`src/rtl/seg_scan_ctrl.sv`:
```
// Time-multiplexed scan controller for a shared 7-segment bus.
// Grants the segment lines to one digit per slot in round-robin order, blanks
// all anodes at the start of every slot to prevent ghosting, and snapshots
// the digit/dp/lz inputs once per frame so values never tear mid-scan.
module seg_scan_ctrl #(
    parameter int NUM_DIGITS   = 4,
    parameter int DIGIT_CYCLES = 100000,
    parameter int BLANK_CYCLES = 1000
) (
    input  logic                          clk,
    input  logic                          rst,
    input  logic                          en,
    input  logic [4*NUM_DIGITS-1:0]       digits_in,
    input  logic [NUM_DIGITS-1:0]         dp_in,
    input  logic                          lz_sup,
    output logic [NUM_DIGITS-1:0]         an,
    output logic [7:0]                    seg,
    output logic [$clog2(NUM_DIGITS)-1:0] digit_idx,
    output logic                          frame_start
);

    localparam int IDX_W = $clog2(NUM_DIGITS);
    localparam int CNT_W = $clog2(DIGIT_CYCLES);

    typedef enum logic [1:0] {
        IDLE,
        BLANK,
        SHOW
    } state_t;

    state_t                  state;
    logic [CNT_W-1:0]        cnt;
    logic [4*NUM_DIGITS-1:0] snap_digits;
    logic [NUM_DIGITS-1:0]   snap_dp;
    logic                    snap_lz;

    // Segment pattern {a..g,dp} for digit idx of the given frame values,
    // including leading-zero suppression (digit 0 is never suppressed).
    function automatic logic [7:0] seg_pattern(
        input logic [4*NUM_DIGITS-1:0] d,
        input logic [NUM_DIGITS-1:0]   p,
        input logic                    lz,
        input logic [IDX_W-1:0]        idx
    );
        logic [3:0] v;
        logic [6:0] s;
        logic       all_zero;
        v        = d[4*idx +: 4];
        all_zero = 1'b1;
        for (int unsigned k = 0; k < NUM_DIGITS; k++) begin
            if (k >= 32'(idx) && d[4*k +: 4] != 4'h0) begin
                all_zero = 1'b0;
            end
        end
        case (v)
            4'h0:    s = 7'h7E;
            4'h1:    s = 7'h30;
            4'h2:    s = 7'h6D;
            4'h3:    s = 7'h79;
            4'h4:    s = 7'h33;
            4'h5:    s = 7'h5B;
            4'h6:    s = 7'h5F;
            4'h7:    s = 7'h70;
            4'h8:    s = 7'h7F;
            4'h9:    s = 7'h7B;
            4'hA:    s = 7'h77;
            4'hB:    s = 7'h1F;
            4'hC:    s = 7'h4E;
            4'hD:    s = 7'h3D;
            4'hE:    s = 7'h4F;
            default: s = 7'h47;
        endcase
        if (lz && idx != '0 && all_zero) begin
            s = '0;
        end
        return {s, p[idx]};
    endfunction

    // Scan FSM: slot counter, digit rotation, per-frame snapshot and registered outputs.
    // seg is loaded on entry to BLANK so it is already stable when the anode turns on;
    // at frame start the pattern is taken from the raw inputs being snapshotted that edge.
    always_ff @(posedge clk or posedge rst) begin
        if (rst) begin
            state       <= IDLE;
            an          <= '1;
            seg         <= '0;
            digit_idx   <= '0;
            frame_start <= 1'b0;
            cnt         <= '0;
            snap_digits <= '0;
            snap_dp     <= '0;
            snap_lz     <= 1'b0;
        end else begin
            frame_start <= 1'b0;
            case (state)
                IDLE: begin
                    an        <= '1;
                    seg       <= '0;
                    digit_idx <= '0;
                    cnt       <= '0;
                    if (en) begin
                        state       <= BLANK;
                        snap_digits <= digits_in;
                        snap_dp     <= dp_in;
                        snap_lz     <= lz_sup;
                        frame_start <= 1'b1;
                        seg         <= seg_pattern(digits_in, dp_in, lz_sup, '0);
                    end
                end
                BLANK: begin
                    if (!en) begin
                        state     <= IDLE;
                        an        <= '1;
                        seg       <= '0;
                        cnt       <= '0;
                        digit_idx <= '0;
                    end else begin
                        cnt <= cnt + 1'b1;
                        if (cnt == CNT_W'(BLANK_CYCLES - 1)) begin
                            state <= SHOW;
                            an    <= ~(NUM_DIGITS'(1) << digit_idx);
                        end
                    end
                end
                SHOW: begin
                    if (!en) begin
                        state     <= IDLE;
                        an        <= '1;
                        seg       <= '0;
                        cnt       <= '0;
                        digit_idx <= '0;
                    end else if (cnt == CNT_W'(DIGIT_CYCLES - 1)) begin
                        state <= BLANK;
                        cnt   <= '0;
                        an    <= '1;
                        if (digit_idx == IDX_W'(NUM_DIGITS - 1)) begin
                            digit_idx   <= '0;
                            snap_digits <= digits_in;
                            snap_dp     <= dp_in;
                            snap_lz     <= lz_sup;
                            frame_start <= 1'b1;
                            seg         <= seg_pattern(digits_in, dp_in, lz_sup, '0);
                        end else begin
                            digit_idx <= digit_idx + 1'b1;
                            seg       <= seg_pattern(snap_digits, snap_dp, snap_lz,
                                                     digit_idx + 1'b1);
                        end
                    end else begin
                        cnt <= cnt + 1'b1;
                    end
                end
                default: begin
                    state <= IDLE;
                    an    <= '1;
                    seg   <= '0;
                    cnt   <= '0;
                end
            endcase
        end
    end

endmodule
```
`config.mk`:
```
export PLATFORM = sky130hd
export DESIGN_NAME = seg_scan_ctrl
export DESIGN_NICKNAME = d
export VERILOG_FILES = /design/src/rtl/seg_scan_ctrl.sv
export SDC_FILE = /design/constraint.sdc
export NUM_CORES = 1
export LEC_CHECK = 0
export CAP_MARGIN = 20
export CORE_MARGIN = 1.5
export CORE_UTILIZATION = 40
export CTS_CLUSTER_SIZE = 16
export DETAILED_ROUTE_END_ITERATION = 12
export MAX_ROUTING_LAYER = met4
export PLACE_DENSITY = 0.59
export SLEW_MARGIN = 20
export SYNTH_ARGS = -nofsm -noshare
export SYNTH_HDL_FRONTEND = slang
export SYNTH_SLANG_ARGS = --single-unit
```
`constraint.sdc`:
```
create_clock -name clk -period 7.4 [get_ports clk]
set_input_delay 2.22 -clock clk [delete_from_list [all_inputs] [get_ports clk]]
set_output_delay 2.22 -clock clk [all_outputs]
set_load 0.05 [all_outputs]
```
# Word level (Yosys, flattened, before mapping)
# Memory sizes are Yosys's and may differ from the RTL's.
# Cells that the tools add are included.
[word_totals]
ramBits = 0
register_bits = 55
wordCells = 108
rom_bits = 336
mem_count = 3
in_bits = 24
latch_bits = 0
output_inout_bits = 15
[mem_list]
columns = ["memory", "words", "width", "read_ports", "rd_ports_with_merged_regs", "write_ports", "line_no", "rtl"]
rows = [
  ["(name not given)", 16, 7, 1, 0, 0, "55", "case (v)"],
  ["(name not given)", 16, 7, 1, 0, 0, "55", ""],
  ["(name not given)", 16, 7, 1, 0, 0, "55", ""],
]
[classes]
bitwise_logic = 1
n_mul = 0
n_mux = 57
reduce_logical = 18
n_eq_ne = 12
n_div = 0
order_cmp = 4
shift = 2
addsub = 2
[op_table]
columns = ["op", "count"]
rows = [
  ["16-bit two-way mux", 4],
  ["17-bit two-way mux", 3],
  ["8-bit two-way mux", 5],
  ["17-bit one-hot mux with 2 select lines", 1],
  ["4-bit two-way mux", 8],
  ["16-bit one-hot mux with 2 select lines", 1],
  ["8-bit one-hot mux with 3 select lines", 1],
  ["2-bit two-way mux", 9],
  ["17-bit by 1-bit adder with 17-bit output (second input constant)", 1],
  ["17-bit by 10-bit == test with 1-bit output (second input constant)", 1],
  ["17-bit == test (second input constant)", 1],
  ["1-bit two-way mux", 17],
  ["4-bit one-hot mux with 2 select lines", 2],
  ["4-bit nonzero test", 4],
  ["16-bit by 5-bit variable part select with 4-bit output", 1],
  ["2-bit one-hot mux with 3 select lines", 2],
  ["2-bit inequality test (second input constant)", 5],
  ["7-bit two-way mux", 1],
  ["3-bit inequality test (second input constant)", 2],
  ["3-bit AND reduction", 2],
  ["1-bit logical AND", 5],
  ["5-bit AND reduction", 1],
  ["2-bit == test (second input constant)", 2],
  ["1-bit by 2-bit >= comparator with 1-bit output (first input constant)", 2],
  ["12 further kinds", 15],
]

# Depth between registers and ports, before layout
# Gate-level depths: netlist of the first run.
[logic_depth]
ltp_word = 17
depth_mapped = 11
depth_no_buf = 9

# Worst setup path after synthesis of the first run
# Ideal clock, no wire load.
[synth_path]
path_type = "in2reg"
startpoint = "in en"
endpoint = "reg seg[1]"
required_time_ps = 7305
path_buffers = 2
stages = 5
path_slack_ps = 3950
arrival_ps = 3354
setup_ps = 95
path_cell_list = "and2_1 > clkbuf_1 > or4b_1 > buf_2 > o31ai_1"
[synth_via]
elab_chain_len = 2
elab_cells_between_ends = 6
cone_classes = "eq/ne: 2; mux: 3; reduce/logical: 1"
[synth_lines]
columns = ["element", "line_no", "rtl"]
rows = [
  ["start, declared", "12", "input logic en,"],
  ["8-bit two-way mux (tied with other cells)", "126", "if (!en) begin"],
  ["8-bit one-hot mux with 3 select lines or 2-bit AND reduction (tied branches)", "n/a", ""],
  ["end signal, assigned", "107", "seg <= seg_pattern(digits_in, dp_in, lz_sup, '0);"],
  ["end signal, assigned", "142", "seg <= seg_pattern(digits_in, dp_in, lz_sup, '0);"],
  ["end signal, assigned", "145", "seg <= seg_pattern(snap_digits, snap_dp, snap_lz,"],
  ["end, declared", "17", "output logic [7:0] seg,"],
]
# Several ways; a longest one is shown, not always the timed one.
# A chain may end at the register's enable or synchronous reset.

# Worst setup path after layout of the first run
[layout_path]
startpoint = "in en"
endpoint = "reg cnt[8]"
[layout_via]
elab_chain_len = 2
elab_cells_between_ends = 3
cone_classes = "mux: 3"
[layout_lines]
columns = ["element", "line_no", "rtl"]
rows = [
  ["17-bit two-way mux, on equally long branches", "126, 111", ""],
  ["17-bit one-hot mux with 2 select lines *", "95", "case (state)"],
  ["end signal, assigned", "118", "cnt <= cnt + 1'b1;"],
  ["end signal, assigned", "149", "cnt <= cnt + 1'b1;"],
  ["end, declared", "32", "logic [CNT_W-1:0] cnt;"],
]
# Every way passes the cells marked *; elsewhere a longest branch is shown, timed or not.

==> impl_metrics.prom, run 1 <==
# TYPE chip_impl_metric gauge
chip_impl_metric{name="ys_async_sr_fraction",unit=""} 1.000
chip_impl_metric{name="critical_path.n_buffers_inverters",unit=""} 1
chip_impl_info{name="worst_path_max_delay_cell",value="clkdlybuf4s50_1"} 1
chip_impl_metric{name="route.antenna.remaining_nets",unit=""} 0
chip_impl_metric{name="critPathArrivalTime",unit="ns"} 4.28
chip_impl_metric{name="worst_path_largest_cell_delay",unit="ns"} 0.70
chip_impl_metric{name="floorplan.die.width",unit="µm"} 94.10
chip_impl_metric{name="cts-hold-fix-buffers",unit=""} 0
chip_impl_metric{name="weighted_congestion_reported_at_the_end_of_routability_driven_placement",unit=""} 0.8774
chip_impl_metric{name="tightest_slew",unit="ns"} 1.036
chip_impl_metric{name="first_global_vias",unit=""} 2250
chip_impl_metric{name="number_of_antenna_violations_at_the_first_check_in_global_routing",unit=""} 0
chip_impl_metric{name="critical_path_cell_count",unit=""} 5
chip_impl_metric{name="final_cell_count_no_fill",unit=""} 453
chip_impl_metric{name="syn-instance-count",unit=""} 313
chip_impl_metric{name="final_min_period_over_clock_period",unit=""} 0.5460
chip_impl_info{name="grt_setup_unrepaired",value="no"} 1
chip_impl_metric{name="fin_worst_skew",unit="ns"} 0.009712
chip_impl_metric{name="die_height",unit="µm"} 94.10
chip_impl_info{name="timing.critical_path.cells",value="clkdlybuf4s50_1 > and2_1 > a31o_2 > nand2_1 > nor2_1"} 1
chip_impl_metric{name="drtPass1Iterations",unit=""} 4
chip_impl_metric{name="rows",unit=""} 33
chip_impl_metric{name="clkLatencyLatePin",unit="ns"} 0.31
chip_impl_metric{name="grt_usage",unit=""} 0.1672
chip_impl_metric{name="effective_utilization_at_floorplan",unit=""} 0.4081
chip_impl_metric{name="r2r_cells",unit=""} 8
chip_impl_metric{name="nets_in_the_synthesized_netlist",unit=""} 357
chip_impl_metric{name="routedWlPerCell",unit="µm"} 14.72
chip_impl_metric{name="minimum_clock_period",unit="ns"} 4.041
chip_impl_metric{name="report.final.setup_viol",unit=""} 0
chip_impl_metric{name="ratio_of_cells_with_drive_above_1_in_the_final_layout",unit=""} 0.1609
chip_impl_metric{name="comb_power_share",unit=""} 0.410
chip_impl_metric{name="timing.hold.worst_path_depth",unit=""} 1
chip_impl_info{name="clockRootBuffer",value="clkbuf_8"} 1
chip_impl_metric{name="drt_iter0_drc",unit=""} 77
chip_impl_metric{name="pwr-share-seq",unit=""} 0.400
chip_impl_metric{name="diodes",unit=""} 0
chip_impl_metric{name="timing_max_transition_violations_final",unit=""} 0
chip_impl_metric{name="netlist-cell-type-count",unit=""} 54
chip_impl_metric{name="route.vias.total",unit=""} 2368
chip_impl_metric{name="clkSinkCount",unit=""} 55
chip_impl_metric{name="postCtsSetupBuffers",unit=""} 0
chip_impl_metric{name="drv_cap",unit=""} 0
chip_impl_metric{name="tns",unit="ns"} 0
chip_impl_metric{name="drc",unit=""} 0
chip_impl_metric{name="postSynthRegisterBits",unit=""} 55
chip_impl_metric{name="nFillCells",unit=""} 762
chip_impl_info{name="timing_worst_setup_path_type",value="primary input to flop"} 1
chip_impl_info{name="hold_class",value="flop to flop"} 1
chip_impl_metric{name="tritoncts.num_buffers",unit=""} 5
chip_impl_info{name="synth_flop_cell",value="dfrtp_1"} 1
chip_impl_metric{name="slew_headroom",unit=""} 0.3091
chip_impl_metric{name="worst_setup_hold_path_clk_slew",unit="ns"} 0.10
chip_impl_metric{name="post-dp-hpwl",unit="µm"} 4916
chip_impl_metric{name="avg_vias_per_cell",unit=""} 5.227
chip_impl_metric{name="area.growth.synth_to_final",unit="%"} 17.41
chip_impl_metric{name="cts_repair_resize_count",unit=""} 0
chip_impl_metric{name="num-nets-final",unit=""} 391
chip_impl_metric{name="max-vdd-ir-drop",unit="µV"} 119.4
chip_impl_metric{name="report.final.hold_viol_count",unit=""} 0
chip_impl_metric{name="ios",unit=""} 39
chip_impl_info{name="run_status",value="completed"} 1
chip_impl_info{name="tritoncts",value="built"} 1
chip_impl_metric{name="synth.yosys.warnings",unit=""} 0
chip_impl_metric{name="yosysSeqAreaShare",unit=""} 0.4161
chip_impl_metric{name="seqCellArea",unit="µm²"} 1381
chip_impl_info{name="critPathTopFamily",value="simple AND/OR/NAND/NOR gates"} 1
chip_impl_metric{name="synth_edf_count",unit=""} 0
chip_impl_metric{name="postRouteWirelength",unit="µm"} 6669
chip_impl_metric{name="globalRoute.totalOverflow",unit=""} 0
chip_impl_metric{name="portBuffers",unit=""} 38
chip_impl_metric{name="total_switching_power",unit="mW"} 0.4062
chip_impl_info{name="endpoint_kind",value="flop"} 1
chip_impl_metric{name="power.switching_fraction",unit=""} 0.3721
chip_impl_metric{name="multi_input_area",unit="µm²"} 1829
chip_impl_metric{name="ctsLongestPathBuffers",unit=""} 2
chip_impl_metric{name="syn-cell-area",unit="µm²"} 3319
chip_impl_metric{name="worst_path_required",unit="ns"} 7.64
chip_impl_metric{name="intPower",unit="mW"} 0.6853
chip_impl_info{name="setup.worst_path.start_class",value="primary input"} 1
chip_impl_metric{name="grt_max_degree",unit=""} 56
chip_impl_metric{name="power_per_cell_area",unit="nW/µm²"} 280.1
chip_impl_metric{name="wire_length_of_the_first_global_routing_pass",unit="µm"} 11340
chip_impl_metric{name="floorplan.die_area",unit="µm²"} 8854
chip_impl_metric{name="dp.cells",unit=""} 445
chip_impl_metric{name="max_freq",unit="MHz"} 247.5
chip_impl_metric{name="clock_tree.htree_level_count",unit=""} 2
chip_impl_metric{name="synth_area_per_cell",unit="µm²"} 10.61
chip_impl_metric{name="clock_power_share",unit=""} 0.190
chip_impl_metric{name="placeableCoreArea",unit="µm²"} 8134
chip_impl_metric{name="critical_path_peak_fanout",unit=""} 16
chip_impl_metric{name="leakage_power_total",unit="nW"} 1.626
==> path summary, 6_finish.rpt <==
kind	slack [ns]	startpoint	to
worst max-delay path	3.36	en	cnt[8]$_DFF_PP0_
worst min register to register	0.47	cnt[0]$_DFF_PP0_	cnt[0]$_DFF_PP0_
min in group asynchronous	2.41	rst	seg[4]$_DFFE_PP0P_
max in group asynchronous	4.52	rst	snap_digits[14]$_DFFE_PP0P_
worst min-delay path	0.47	cnt[0]$_DFF_PP0_	cnt[0]$_DFF_PP0_
worst max register to register	4.05	digit_idx[0]$_DFFE_PP0P_	seg[7]$_DFFE_PP0P_
==> flip-flops by register name, summed over array words and instances, names as in the netlist <==
signal / count
an: 4
cnt: 17
frame_start: 1
snap_lz: 1
snap_digits: 16
seg: 8
state: 2
digit_idx: 2
snap_dp: 4
==> cell usage after synthesis (2+ instances only) <==
library cell   n  area (µm²)
a211oi_1       4       30.03
a21o_1         2       15.01
a21oi_1        2       10.01
a221oi_1       2       17.52
a31o_2         2       17.52
and2_1         3       18.77
and3_1         5       31.28
buf_2          9       45.04
clkbuf_1       2       7.510
dfrtp_1       51        1276
dfstp_2        4       105.1
ha_1          20       250.2
inv_1         14       52.55
mux2_2        29       326.6
mux2i_1       16       160.2
mux4_2         5       112.6
nand2_1       22       82.58
nand2b_1       2       12.51
nand3_1        7       35.03
nand4_1        4       25.02
nor2_1        34       127.6
nor2b_1        5       31.28
nor3_1         7       35.03
nor4_1         3       18.77
o21a_1         2       15.01
o21ai_0        9       45.04
o21ai_1        2       10.01
o22ai_1        2       12.51
o31ai_1        3       22.52
xnor2_1       11       96.34
xor2_1         7       61.31
==> power groups by stage <==
stage          logic (mW)  clock network (mW)  registers (mW)
2_1_floorplan       0.284                   0           0.484
4_1_cts             0.450               0.214           0.439
3_5_place_dp        0.447                   0           0.445
5_1_grt             0.493               0.225           0.451
6_report            0.447               0.208           0.436
3_3_place_gp        0.444                   0           0.442
==> through the flow <==
step	total power [mW]	setup slack, ns	cell area (µm²)	util	hold WS [ns]
after floorplan	0.7685	3.844	3319	-	0.4251
after global placement	0.8865	3.111	3786	0.4655	0.4458
after detailed placement	0.8919	3.023	3786	0.4655	0.4503
after CTS	1.102	3.342	3897	0.4792	0.4652
after global routing	1.168	3.119	3897	0.4792	0.4877
final	1.092	3.359	3897	0.4792	0.4729
==> routing by layer <==
metal  GRT usage  up-vias  wire length [µm]
met5           -        -                 0
met3     0.02751        4               213
met2      0.2476       42              2965
met4     0.03483        0                52
li1            -     1174                 -
met1      0.2418     1148              3438
==> area by class of cell <==
cell class / instances / area share
Tap cell: 105 / 0.03371
Timing Repair Buffer: 39 / 0.09952
Inverter: 15 / 0.01445
Sequential cell: 55 / 0.3544
Clock buffer: 6 / 0.01862
Multi-Input combinational cell: 231 / 0.4693
Clock inverter: 2 / 0.009952
==> cell usage in the layout, fill, tap and decap left out, types with 3 or more instances in the layout <==
| master | instances |
|---|---|
| inv_1 | 13 |
| o21ai_0 | 9 |
| nor2b_1 | 5 |
| and2_1 | 3 |
| o31ai_1 | 3 |
| xnor2_1 | 11 |
| mux4_2 | 5 |
| nor4_1 | 3 |
| mux2_2 | 29 |
| clkbuf_8 | 5 |
| and3_1 | 5 |
| nand4_1 | 4 |
| ha_1 | 20 |
| dfstp_2 | 4 |
| dfrtp_1 | 51 |
| nand2_1 | 22 |
| clkdlybuf4s50_1 | 38 |
| nor2_1 | 34 |
| nor3_1 | 7 |
| a211oi_1 | 4 |
| mux2i_1 | 16 |
| nand3_1 | 7 |
| xor2_1 | 7 |
==> kinds of logic after synthesis <==
family | count (synthesis) | synth area share
AO/OA/AOI/OAI | 37 | 0.07652
buffers and inverters | 27 | 0.03392
flip-flops | 55 | 0.4161
multiplexers | 51 | 0.1839
adder cells (fa/ha/maj) | 20 | 0.07539
AND/OR/NAND/NOR | 105 | 0.1666
XOR/XNOR | 18 | 0.04749
Note: power is estimated with default switching activity, not from simulation.
==> run 2, diff against run 1 <==
- clock period: 7.4 -> 4.1 ns (I/O delays scaled with it)
==> run 2 against run 1 <==
Against the previous run:
- sequential share of layout area decreased by 0.091 points
- clock skew fell by 0.0013 ns
- routed wire length rose by 2.2%
- sequential power rose by 81%
- critical path type unchanged
- largest power group unchanged
- highest routed layer unchanged
==> impl_metrics.prom, run 2 (synthesis gave the netlist of run 1 again) <==
# TYPE chip_impl_metric gauge
chip_impl_metric{name="number_of_antenna_violations_at_the_first_check_in_global_routing",unit=""} 0
chip_impl_metric{name="tns",unit="ns"} 0
chip_impl_metric{name="clkSinkCount",unit=""} 55
chip_impl_metric{name="area.growth.synth_to_final",unit="%"} 17.72
chip_impl_metric{name="pwr-share-seq",unit=""} 0.407
chip_impl_metric{name="comb_power_share",unit=""} 0.418
chip_impl_metric{name="worst_setup_hold_path_clk_slew",unit="ns"} 0.10
chip_impl_metric{name="worst_path_required",unit="ns"} 4.33
chip_impl_metric{name="effective_utilization_at_floorplan",unit=""} 0.4081
chip_impl_metric{name="placeableCoreArea",unit="µm²"} 8134
chip_impl_metric{name="largest_reg_flops",unit=""} 17
chip_impl_metric{name="routedWlPerCell",unit="µm"} 14.95
chip_impl_metric{name="tritoncts.num_buffers",unit=""} 5
chip_impl_metric{name="drtPass1Iterations",unit=""} 4
chip_impl_metric{name="total_switching_power",unit="mW"} 0.7468
chip_impl_info{name="clockRootBuffer",value="clkbuf_8"} 1
chip_impl_metric{name="seqCellArea",unit="µm²"} 1381
chip_impl_metric{name="post-dp-hpwl",unit="µm"} 5122
chip_impl_metric{name="rows",unit=""} 33
chip_impl_metric{name="die_height",unit="µm"} 94.10
chip_impl_info{name="worstReg2RegEnd",value="seg[2]$_DFFE_PP0P_"} 1
chip_impl_metric{name="dp.cells",unit=""} 448
chip_impl_metric{name="globalRoute.totalOverflow",unit=""} 0
chip_impl_metric{name="portBuffers",unit=""} 38
chip_impl_info{name="timing.critical_path.cells",value="clkdlybuf4s50_1 > and2_1 > a31o_2 > nand2_1 > nor2_1"} 1
chip_impl_metric{name="num-nets-final",unit=""} 394
chip_impl_metric{name="critPathArrivalTime",unit="ns"} 3.36
chip_impl_info{name="setup.worst_path.start_class",value="primary input"} 1
chip_impl_metric{name="wire_length_of_the_first_global_routing_pass",unit="µm"} 11460
chip_impl_metric{name="slew_headroom",unit=""} 0.3005
chip_impl_metric{name="route.vias.total",unit=""} 2398
chip_impl_metric{name="finalInstanceArea",unit="µm²"} 3908
chip_impl_metric{name="max_freq",unit="MHz"} 320.2
chip_impl_metric{name="weighted_congestion_reported_at_the_end_of_routability_driven_placement",unit=""} 0.8817
chip_impl_metric{name="report.final.hold_viol_count",unit=""} 0
chip_impl_info{name="worst_path_max_delay_cell",value="clkdlybuf4s50_1"} 1
chip_impl_info{name="layout_top_registers",value="cnt (17), snap_digits (16), seg (8)"} 1
chip_impl_info{name="endpoint_kind",value="flop"} 1
chip_impl_metric{name="post_dp_cell_area",unit="µm²"} 3809
chip_impl_metric{name="report.final.setup_viol",unit=""} 0
chip_impl_info{name="regMostFlops",value="cnt"} 1
chip_impl_metric{name="final_min_period_over_clock_period",unit=""} 0.7616
chip_impl_metric{name="rrSetupSlack",unit="ns"} 1.35
chip_impl_metric{name="cts-hold-fix-buffers",unit=""} 0
chip_impl_metric{name="timing_max_transition_violations_final",unit=""} 0
chip_impl_metric{name="cts_repair_resize_count",unit=""} 0
chip_impl_metric{name="final_cell_count_no_fill",unit=""} 456
chip_impl_info{name="hp-start",value="cnt[0]$_DFF_PP0_"} 1
chip_impl_metric{name="fin_worst_skew",unit="ns"} 0.008406
chip_impl_metric{name="postRouteWirelength",unit="µm"} 6816
chip_impl_metric{name="avg_vias_per_cell",unit=""} 5.259
chip_impl_metric{name="floorplan.die_area",unit="µm²"} 8854
chip_impl_metric{name="postCtsSetupBuffers",unit=""} 0
chip_impl_metric{name="ratio_of_cells_with_drive_above_1_in_the_final_layout",unit=""} 0.1709
chip_impl_metric{name="worst_path_largest_cell_delay",unit="ns"} 0.70
chip_impl_metric{name="minimum_clock_period",unit="ns"} 3.123
chip_impl_info{name="run_status",value="completed"} 1
chip_impl_metric{name="drc",unit=""} 0
chip_impl_metric{name="power_per_cell_area",unit="nW/µm²"} 496.0
chip_impl_metric{name="drt_iter0_drc",unit=""} 118
chip_impl_info{name="mostFrequentLayoutCell",value="dfrtp_1"} 1
chip_impl_metric{name="clock_power_share",unit=""} 0.175
chip_impl_metric{name="nFillCells",unit=""} 782
chip_impl_info{name="hold_end",value="cnt[0]$_DFF_PP0_"} 1
chip_impl_metric{name="grt_usage",unit=""} 0.1702
chip_impl_metric{name="first_global_vias",unit=""} 2333
chip_impl_metric{name="ctsLongestPathBuffers",unit=""} 2
chip_impl_metric{name="timing.hold.worst_path_depth",unit=""} 1
chip_impl_metric{name="floorplan.die.width",unit="µm"} 94.10
chip_impl_metric{name="drv_cap",unit=""} 0
chip_impl_metric{name="intPower",unit="mW"} 1.191
chip_impl_info{name="grt_setup_unrepaired",value="no"} 1
chip_impl_metric{name="leakage_power_total",unit="nW"} 1.633
chip_impl_metric{name="diodes",unit=""} 0
chip_impl_metric{name="route.antenna.remaining_nets",unit=""} 0
chip_impl_metric{name="grt_max_degree",unit=""} 26
chip_impl_info{name="layout_common_cells",value="51 x dfrtp_1, 38 x clkdlybuf4s50_1, 34 x nor2_1"} 1
chip_impl_metric{name="clkLatencyLatePin",unit="ns"} 0.32
chip_impl_info{name="hold_class",value="flop to flop"} 1
chip_impl_metric{name="critical_path_peak_fanout",unit=""} 16
chip_impl_metric{name="multi_input_area",unit="µm²"} 1829
chip_impl_metric{name="r2r_cells",unit=""} 8
chip_impl_info{name="timing.rr.start",value="digit_idx[0]$_DFFE_PP0P_"} 1
chip_impl_metric{name="clock_tree.htree_level_count",unit=""} 2
chip_impl_info{name="timing_worst_setup_path_type",value="primary input to flop"} 1
chip_impl_metric{name="power.switching_fraction",unit=""} 0.3853
chip_impl_metric{name="ios",unit=""} 39
chip_impl_metric{name="tightest_slew",unit="ns"} 1.049
chip_impl_info{name="tritoncts",value="built"} 1
chip_impl_metric{name="max-vdd-ir-drop",unit="µV"} 265.1
run 2: power groups by stage:
stage	Sequential, mW	Combinational [mW]	Clock (mW)
after floorplan	0.874	0.513	0
after global placement	0.799	0.802	0
after detailed placement	0.802	0.810	0
after CTS	0.790	0.814	0.346
after global routing	0.812	0.890	0.368
final	0.789	0.810	0.339
run 2: how the worst max path moves through the flow:
stage	endpoint	depth (start not counted)	slack, ns	startpoint
2_1_floorplan	seg[2]$_DFFE_PP0P_	9	0.91	digit_idx[0]$_DFFE_PP0P_
3_3_place_gp	cnt[13]$_DFF_PP0_	5	0.77	en
3_5_place_dp	cnt[13]$_DFF_PP0_	5	0.68	en
4_1_cts	cnt[13]$_DFF_PP0_	5	1.00	en
5_1_grt	cnt[8]$_DFF_PP0_	5	0.85	en
6_report	cnt[13]$_DFF_PP0_	5	0.98	en
run 2: stage by stage:
| stage | power (mW) | setup slack, ns | utilization | hold slack (ns) |
|---|---|---|---|---|
| after floorplan | 1.387 | 0.9103 | - | 0.4251 |
| final | 1.938 | 0.9774 | 0.4804 | 0.4656 |
| after CTS | 1.949 | 1.003 | 0.4804 | 0.4702 |
| after global placement | 1.602 | 0.7696 | 0.4682 | 0.4495 |
| after global routing | 2.071 | 0.8512 | 0.4804 | 0.4830 |
| after detailed placement | 1.611 | 0.6817 | 0.4682 | 0.4556 |
run 2: critical path: cells and delay by family:
| kind | cells | cell delay (ns) |
|---|---|---|
| and+or+nand+nor | 3 | 1.03 |
| buffers and inverters | 1 | 0.70 |
| AOI/OAI and AO/OA | 1 | 0.38 |
run 2: cell type report:
class,count,share of cell area
tap,105,0.03362
timing repair buffer,42,0.1050
multi-input combinational,231,0.4681
inverter,15,0.01441
clock inverter,2,0.004163
clock buffer,6,0.02113
sequential,55,0.3535
run 2: layer usage:
metal / vias up / part of all wire / track usage
met2: 37 / 0.47 / 0.2657
met1: 1176 / 0.50 / 0.2345
met3: 5 / 0.032 / 0.02994
met5: - / 0 / -
li1: 1180 / - / -
met4: 0 / 0.0062 / 0.03358
